## src/rtl/audio_sample_packetizer.sv

```systemverilog
// audio_sample_packetizer: FIFO-buffered L-PCM frames packed into HDMI Audio Sample packets (type 0x02)
// with generated IEC 60958 C/P bits; layout 0 (2 ch, 4 frames/packet) or layout 1 (8 ch, 1 frame/packet).
module audio_sample_packetizer #(
    parameter int AUDIO_BIT_WIDTH = 16,
    parameter int CHANNELS = 2,
    parameter int FIFO_DEPTH = 8,
    parameter logic [3:0] SAMPLING_FREQUENCY = 4'b0010
) (
    input  logic                                clk_pixel,
    input  logic                                reset,
    input  logic                                sample_valid,
    output logic                                sample_ready,
    input  logic [CHANNELS*AUDIO_BIT_WIDTH-1:0] sample_word,
    output logic                                packet_valid,
    input  logic                                packet_ready,
    output logic [23:0]                         header,
    output logic [223:0]                        sub,
    output logic [$clog2(FIFO_DEPTH):0]         fifo_level
);
    localparam int W = AUDIO_BIT_WIDTH;
    localparam int AW = $clog2(FIFO_DEPTH);
    localparam int K = (CHANNELS == 8) ? 1 : 4;
    localparam logic LAYOUT = (CHANNELS == 8);
    localparam logic [3:0] WORD_LEN = (W == 16) ? 4'b0010 : (W == 20) ? 4'b1010 : 4'b1011;

    if (!(W == 16 || W == 20 || W == 24)) begin : g_bad_width
        $error("AUDIO_BIT_WIDTH must be 16, 20 or 24");
    end
    if (!(CHANNELS == 2 || CHANNELS == 8)) begin : g_bad_channels
        $error("CHANNELS must be 2 or 8");
    end
    if (FIFO_DEPTH < 2 || (FIFO_DEPTH & (FIFO_DEPTH - 1)) != 0) begin : g_bad_depth
        $error("FIFO_DEPTH must be a power of two >= 2");
    end

    // Channel-status bit idx for channel n; fields sit on 4-bit boundaries (20, 24, 32).
    function automatic logic cs_bit(input logic [3:0] n, input logic [7:0] idx);
        return (idx == 8'd2) || (idx[7:2] == 6'd5 && n[idx[1:0]]) ||
               (idx[7:2] == 6'd6 && SAMPLING_FREQUENCY[idx[1:0]]) ||
               (idx[7:2] == 6'd8 && WORD_LEN[idx[1:0]]);
    endfunction

    function automatic logic [55:0] subpkt(input logic [W-1:0] a, input logic [W-1:0] b,
                                           input logic [3:0] na, input logic [3:0] nb,
                                           input logic [7:0] idx);
        logic [23:0] a24, b24;
        logic ca, cb;
        a24 = 24'(a) << (24 - W);
        b24 = 24'(b) << (24 - W);
        ca = cs_bit(na, idx);
        cb = cs_bit(nb, idx);
        return {^{b24, cb}, cb, 2'b00, ^{a24, ca}, ca, 2'b00, b24, a24};
    endfunction

    logic [CHANNELS*W-1:0] mem [FIFO_DEPTH];
    logic [AW:0]  wr_q, rd_q;
    logic [2:0]   count_q;
    logic [7:0]   fc_q;
    logic [3:0]   b_q;
    logic [55:0]  sub_q [4];
    logic [55:0]  pk [4];
    logic [3:0]   present;
    logic [CHANNELS*W-1:0] head;
    logic full, empty, push, pop, handshake;

    assign fifo_level   = wr_q - rd_q;
    assign full         = fifo_level == (AW + 1)'(FIFO_DEPTH);
    assign empty        = wr_q == rd_q;
    assign sample_ready = !full && !reset;
    assign push         = sample_valid && sample_ready;
    assign packet_valid = count_q != 3'd0;
    assign handshake    = packet_valid && packet_ready;
    assign pop          = !empty && !handshake && count_q < 3'(K);
    assign head         = mem[rd_q[AW-1:0]];
    assign sub          = {sub_q[3], sub_q[2], sub_q[1], sub_q[0]};

    for (genvar i = 0; i < 4; i++) begin : g_pk
        if (CHANNELS == 8) begin : g_l1
            assign pk[i] = subpkt(head[2*i*W +: W], head[(2*i+1)*W +: W], 4'(2*i+1), 4'(2*i+2), fc_q);
        end else begin : g_l0
            assign pk[i] = subpkt(head[W-1:0], head[2*W-1:W], 4'd1, 4'd2, fc_q);
        end
    end

    always_comb begin
        present = '0;
        for (int i = 0; i < 4; i++) present[i] = LAYOUT || (3'(i) < count_q);
        header = packet_valid ? {b_q, 4'b0000, 3'b000, LAYOUT, present, 8'h02} : 24'h0;
    end

    always_ff @(posedge clk_pixel) begin
        if (push) mem[wr_q[AW-1:0]] <= sample_word;
    end

    always_ff @(posedge clk_pixel or posedge reset) begin
        if (reset) begin
            wr_q    <= '0;
            rd_q    <= '0;
            count_q <= '0;
            fc_q    <= '0;
            b_q     <= '0;
            for (int i = 0; i < 4; i++) sub_q[i] <= '0;
        end else begin
            if (push) wr_q <= wr_q + 1'b1;
            if (pop) begin
                rd_q <= rd_q + 1'b1;
                fc_q <= (fc_q == 8'd191) ? 8'd0 : fc_q + 8'd1;
            end
            if (handshake) begin
                count_q <= '0;
                b_q     <= '0;
                for (int i = 0; i < 4; i++) sub_q[i] <= '0;
            end else if (pop) begin
                count_q <= count_q + 3'd1;
                // layout 1 fills all four subpackets from one frame; layout 0 fills slot count_q
                for (int i = 0; i < 4; i++) begin
                    if (LAYOUT || count_q[1:0] == 2'(i)) begin
                        sub_q[i] <= pk[i];
                        b_q[i]   <= (!LAYOUT || i == 0) && fc_q == 8'd0;
                    end
                end
            end
        end
    end
endmodule

```

## config.mk

```make
export PLATFORM = sky130hd
export DESIGN_NAME = audio_sample_packetizer
export DESIGN_NICKNAME = d
export VERILOG_FILES = /design/src/rtl/audio_sample_packetizer.sv
export SDC_FILE = /design/constraint.sdc
export NUM_CORES = 1
export LEC_CHECK = 0
export BUFFER_PORTS_ARGS = -buffer_cell sky130_fd_sc_hd__buf_2
export CAP_MARGIN = 20
export CORE_MARGIN = 4
export CORE_UTILIZATION = 48
export CTS_CLUSTER_SIZE = 28
export DETAILED_ROUTE_END_ITERATION = 8
export PLACE_DENSITY_LB_ADDON = 0.12
export SLEW_MARGIN = 20
export SYNTH_ARGS = -nofsm -noshare
export SYNTH_HDL_FRONTEND = slang
export SYNTH_SLANG_ARGS = --single-unit
```

## constraint.sdc

```tcl
create_clock -name clk_pixel -period 5.1 [get_ports clk_pixel]
set_clock_uncertainty 0.15 [all_clocks]
set_input_delay 0.255 -clock clk_pixel [delete_from_list [all_inputs] [get_ports clk_pixel]]
set_output_delay 0.255 -clock clk_pixel [all_outputs]
set_load 0.005 [all_outputs]
```

==> impl_metrics.json, run 1 <==
{
  "synth_edf_count": 256,
  "hp-start": "sample_valid",
  "min_path_cells": 3,
  "p_sw_mw": 5.21,
  "slew_headroom_pct": 31.2,
  "setup_viol": 0,
  "numCtsBuffers": 44,
  "clkSlewWorstSetupHoldPaths_ns": 0.06,
  "final-hold-violation-count": 0,
  "syn-cell-area_mm2": 0.0179,
  "drive_gt1_share_pct": 23.8,
  "clock_latency_ns": 0.53,
  "ir_drop_mv": 0.508,
  "area_delta_synth_final_pct": 15.8,
  "wire_per_inst_um": 20.8,
  "yosysTopAreaCellShare_pct": 43.0,
  "path_buf_inv": 2,
  "synth_cell_types": 45,
  "synth_area_leaders": "edfxtp_1 43%, dfrtp_1 23%, mux4_2 8.1%",
  "place.gp.congestion": 0.788,
  "period_share_pct": 76.8,
  "maxCapViolCount": 0,
  "cts_max_level": 2,
  "dp_hpwl_mm": 28.2,
  "total_leakage_power_nw": 8.82,
  "drc": 0,
  "die_x_um": 201,
  "whs_endpoint": "wr_q[1]",
  "crit_slowest_cell": "dfrtp_4",
  "status": "finished, final reports clean",
  "avgSynthCellArea_um2": 13.7,
  "rr_startpoint": "rd_q[0]",
  "final.setup.tns_ns": 0,
  "p_comb_share_pct": 42.9,
  "ys.flop_type": "edfxtp_1",
  "fin_nets": 1576,
  "cts_root_buf": "clkbuf_16",
  "wirelength_mm": 42.2,
  "arrival_ns": 3.98,
  "cts_buffer_depth": 3,
  "first_global_vias": 10759,
  "startpoint_type": "flip-flop",
  "reg2reg_to": "mem[5][4]",
  "cp.required_ns": 5.17,
  "p_int_mw": 8.50,
  "antenna_left": 0,
  "final_core_util_pct": 56.5,
  "cts_sinks": 423,
  "cts_tree": "built",
  "yosysSeqAreaShare_pct": 66.3,
  "yosysWarnings": 0,
  "numPortBuffers": 194,
  "endpoint_kind": "flip-flop",
  "pwr-share-clk_pct": 22.2,
  "grt-ovfl-total": 0,
  "grt_use_total_pct": 20.7,
  "grt_max_degree": 84,
  "worstPathMaxFanout": 35,
  "ys_async_sr_fraction_pct": 39.5,
  "viasPerCell": 5.30,
  "rrSetupSlack_ns": 1.19,
  "power_frac_seq_pct": 34.9,
  "rsz0062_at_grt": "false",
  "critPathKind": "flip-flop to flip-flop",
  "initialDrtViolationCount": 819,
  "hp-class": "input pin to flip-flop",
  "dieArea_mm2": 0.0404,
  "maxSlewViolCount": 0,
  "rows": 70,
  "ios": 290,
  "via_count": 10728,
  "ys_seq_elements": 423,
  "synthCells": 1304,
  "powerDensity_mw_per_mm2": 662,
  "cp_slowest_stage_delay_ns": 0.89,
  "grt_pass1_wl_mm": 65.5,
  "ctsResizeCount": 0,
  "fmax_ghz": 0.255,
  "drtPass1Iterations": 5,
  "min_period_ns": 3.91,
  "die_h_um": 201,
  "swShare_pct": 38.0,
  "path_cells": "ha_1 > fa_1 > inv_1 > nor3_1 > a21oi_1 > and2_1 > nand2_1 > nor2_2 > buf_4",
  "worstMarginPinSlew_ns": 1.03,
  "start_util_pct": 48.8,
  "antenna_found_initial": 1,
  "crit_family": "simple AND/OR/NAND/NOR gates",
  "synth.largest_area_cell": "edfxtp_1",
  "design.core.area_mm2": 0.0367,
  "synth_common_cells": "256 x edfxtp_1, 256 x nand2_1, 167 x dfrtp_1, 141 x nand3_1, 97 x buf_4",
  "r2r_cells": 9
}
==> routing by layer <==
| layer | track usage [%] | vias up | share of wire (%) |
|---|---|---|---|
| met1 | 29.9 | 5444 | 44 |
| li1 | - | 4895 | - |
| met5 | 0 | - | 0 |
| met4 | 4.82 | 0 | 1.8 |
| met2 | 33.1 | 337 | 48 |
| met3 | 4.00 | 52 | 6.4 |
==> how the worst max path moves through the flow <==
stage                 start         end  slack [ns]  cells past startpoint
finish              rd_q[0]   mem[5][4]        1.19                      9
detailed placement  rd_q[0]  mem[5][24]        1.15                      9
floorplan             reset      b_q[0]        0.18                      1
global route        rd_q[0]   mem[5][4]        0.86                      9
CTS                 rd_q[0]   mem[5][4]        1.13                      9
global placement    rd_q[0]  mem[5][24]        1.23                      9
==> sequential cells by signal, indices dropped and copies added (netlist names) <==
| signal | cells |
|---|---|
| mem | 256 |
| count_q | 3 |
| wr_q | 4 |
| b_q | 4 |
| rd_q | 4 |
| sub | 144 |
| fc_q | 8 |
==> logic make-up (layout without fill, tap and decap cells) <==
family / Yosys count / count (layout) / share of synthesized area, %
and+or+nand+nor: 445 / 445 / 10.7
DFF: 423 / 423 / 66.3
buffers and inverters: 186 / 344 / 6.35
AOI/OAI and AO/OA: 91 / 91 / 2.72
muxes: 87 / 87 / 9.91
xor gates and xnor gates: 57 / 57 / 2.99
adders and majority gates: 14 / 14 / 1.02
other: 1 / 96 / 0.0210
==> repair_timing <==
item | in CTS | in global routing
hold endpoints to repair | 338 | 0
hold buffers | 34 | 0
setup buffers | 0 | 0
==> worst min-delay path: stages <==
cell     delay, ns
buf_2         0.09
and2_1        0.26
o21ai_1       0.09
==> power by group through the flow <==
stage          combinational, mW  sequential (mW)  clock, mW
2_1_floorplan               4.18             4.71          0
3_3_place_gp                5.82             4.86          0
3_5_place_dp                5.89             4.86          0
4_1_cts                     5.94             4.80       3.12
5_1_grt                     6.50             4.88       3.26
6_report                    5.88             4.79       3.05
==> area by class of cell <==
type                            count  area, µm²
Antenna cell                        1       2.50
Clock buffer                       66       1270
Clock inverter                     10       97.6
Fill cell                        3023      16000
Inverter                           15       63.8
Multi-Input combinational cell    789       5310
Sequential cell                   423      11900
Tap cell                          468        586
Timing Repair Buffer              253       1520
==> metrics by stage <==
stage / power, mW / area (µm²) / std cells / hold slack (ns) / setup WS, ns
floorplan: 8.89 / 18300 / 1398 / 0.186 / 0.177
global placement: 10.7 / 19000 / 1913 / 0.315 / 1.23
detailed placement: 10.8 / 19000 / 1913 / 0.318 / 1.15
CTS: 13.9 / 20700 / 2023 / 0.0407 / 1.13
global route: 14.6 / 20700 / 2025 / 0.0995 / 0.857
finish: 13.7 / 20700 / 2025 / 0.0672 / 1.19
==> layout by cell type (no fill, tap or decap), drive strengths merged, types with 16 or more instances in the layout <==
cell type	n
mux4	64
xnor2	35
nor2	20
edfxtp	256
nand3	141
xor2	20
buf	219
nand2	256
a21oi	16
mux2i	22
dfrtp	167
o21ai	70
conb	95
dlygate4sd3	34
clkbuf	66
(Power assumes the default switching activity.)
==> run 2, diff against run 1 <==
ABC_AREA = 1   (was unset)
clock period = 3.25 ns   (was 5.1 ns; I/O delays follow)
==> run 2 against run 1 <==
  * Global-route usage increased by 2.1 points
  * Hold slack got worse by 0.022 ns
  * Synthesized cell count increased by 50%
  * Design area increased by 7.0%
  * Clock power increased by 75%
  * Fmax increased by 34%
  * Synthesized area increased by 5.4%
  * Worst setup slack got worse by 0.85 ns
  * Count of clock-buffer cells in the layout decreased by 3
  * Register-to-register slack got worse by 0.85 ns
==> impl_metrics.json, run 2 <==
{
  "layout_common_cells": "686 x nand2_1, 256 x edfxtp_1, 194 x buf_2",
  "synth.largest_area_cell": "edfxtp_1",
  "min_period_ns": 2.92,
  "clkSlewWorstSetupHoldPaths_ns": 0.06,
  "cp.required_ns": 3.33,
  "numPortBuffers": 194,
  "synth_cell_types": 36,
  "cts_tree": "built",
  "arrival_ns": 2.99,
  "ir_drop_mv": 0.583,
  "grt_max_degree": 93,
  "synth_edf_count": 256,
  "maxSlewViolCount": 0,
  "cts_sinks": 423,
  "ys.flop_type": "edfxtp_1",
  "synth_area_leaders": "edfxtp_1 41%, dfrtp_1 22%, nand2_1 14%",
  "worstMarginPinSlew_ns": 0.824,
  "clock_latency_ns": 0.56,
  "place.gp.congestion": 0.881,
  "cts_buffer_depth": 3,
  "synthCells": 1952,
  "synth_common_cells": "689 x nand2_1, 256 x edfxtp_1, 176 x o21ai_0, 167 x dfrtp_1, 137 x inv_1",
  "slew_headroom_pct": 45.1,
  "via_count": 13732,
  "ys_async_sr_fraction_pct": 39.5,
  "cts_max_level": 2,
  "die_h_um": 206,
  "ys_seq_elements": 423,
  "path_cells": "inv_1 > ha_1 > fa_1 > xnor2_1 > nor3_1 > nand2_1 > nand2_1 > inv_2 > nand2_2 > inv_4 > nand2_4 > nor2_4 > buf_4",
  "ctsResizeCount": 0,
  "cts_root_buf": "clkbuf_16",
  "setup_viol": 0,
  "met3_usage_pct": 4.19,
  "grt_busiest_layer": "met2",
  "powerDensity_mw_per_mm2": 1040,
  "syn-cell-area_mm2": 0.0189,
  "wire_per_inst_um": 17.9,
  "stdcell_count": 2732,
  "placed_cells_incl_taps": 2617,
  "period_share_pct": 89.7,
  "first_global_vias": 12976,
  "use_met2_pct": 36.2,
  "grt-ovfl-total": 0,
  "maxCapViolCount": 0,
  "largest_reg_flops": 256,
  "grt_use_total_pct": 22.8,
  "crit_slowest_cell": "dfrtp_1",
  "initialDrtViolationCount": 1013,
  "rsz0062_at_grt": "false",
  "cp_slowest_stage_delay_ns": 0.47,
  "antenna_left": 0,
  "ios": 290,
  "total_leakage_power_nw": 10.4,
  "startpoint_type": "flip-flop",
  "status": "finished, final reports clean",
  "fmax_ghz": 0.343,
  "rows": 72,
  "yosysSeqAreaShare_pct": 62.9,
  "yosysTopAreaCellShare_pct": 40.8,
  "dieArea_mm2": 0.0425,
  "wirelength_mm": 49.0,
  "numCtsBuffers": 46,
  "critPathKind": "flip-flop to flip-flop",
  "start_util_pct": 48.7,
  "met1_usage_pct": 32.8,
  "drive_gt1_share_pct": 15.8,
  "yosysMostFrequentCell": "nand2_1",
  "final_common_cell": "nand2_1",
  "drtPass1Iterations": 5,
  "endpoint_kind": "flip-flop",
  "dp_hpwl_mm": 31.5,
  "avgSynthCellArea_um2": 9.66,
  "hp-class": "input pin to asynchronous set/reset pin",
  "yosysWarnings": 0,
  "hold_slack_ns": 0.0450,
  "viasPerCell": 5.03,
  "design.core.area_mm2": 0.0387,
  "area_delta_synth_final_pct": 17.5,
  "worstPathMaxFanout": 17,
  "antenna_found_initial": 2,
  "final-hold-violation-count": 0,
  "path_buf_inv": 4,
  "crit_family": "buffers and inverters",
  "grt_pass1_wl_mm": 74.9,
  "drc": 0,
  "path_common_cell": "nand2_1",
  "die_x_um": 206,
  "fin_nets": 2232
}
[run 2: power breakdown]
group / total, mW / switching (mW) / internal (mW)
clock network: 5.34 / 2.05 / 3.29
registers: 7.38 / 0.555 / 6.83
logic: 10.4 / 7.23 / 3.18
[run 2: repair_timing]
action / 4_1_cts / 5_1_grt
hold endpoints to repair: 274 / 0
buffers inserted: 0 / 0
hold buffers: 35 / 0
[run 2: cells by family after synthesis]
group,synth area share (%)
compound gates,6.02
xor+xnor,0.511
fa+ha+maj,0.969
buf+inv,9.14
flops,62.9
other cells,0.0199
simple gates,20.4
[run 2: worst reg2reg max path: stages (launching register included)]
cell and delay, ns:
dfrtp_1 0.47, inv_1 0.14, ha_1 0.24, fa_1 0.38
xnor2_1 0.19, nor3_1 0.07, nand2_1 0.06, nand2_1 0.06
inv_2 0.08, nand2_2 0.07, inv_4 0.11, nand2_4 0.11
nor2_4 0.10, buf_4 0.32
[run 2: metal layers]
metal / part of all wire, % / wire [µm]
met1: 44 / 21800
met2: 46 / 22400
met3: 7.8 / 3820
met4: 2.0 / 1000
met5: 0 / 0
[run 2: path summary, 6_finish.rpt]
kind / start / end / slack [ns] / cells after the start
max: wr_q[0] / mem[0][30] / 0.33 / 13
min: reset / sub[148] / 0.05 / 3
max reg2reg: wr_q[0] / mem[0][30] / 0.33 / 13
min reg2reg: b_q[1] / b_q[1] / 0.32 / 2
max in group asynchronous: reset / sub[10] / 1.72 / 4
min in group clk_pixel: packet_ready / count_q[2] / 0.22 / 3
[run 2: area by class of cell]
cell class,instances,area [µm²]
tap,518,648
sequential,423,11900
clock buffer,63,1320
antenna,1,2.50
clock inverter,16,226
fill,3348,16600
multi-input combinational,1297,5720
timing repair buffer,271,1840
inverter,143,543
[run 2: stage by stage]
step                      power (mW)  setup WS [ns]  utilization (%)  TNS, ns  area (µm²)
after floorplan                 14.0         -0.474                -  -111.05       19300
after global placement          17.7          0.352             52.3        0       20300
after detailed placement        17.8          0.363             52.3        0       20300
after CTS                       23.3          0.347             57.2        0       22200
after global routing            24.8          0.116             57.2        0       22200
final                           23.1          0.334             57.2        0       22200
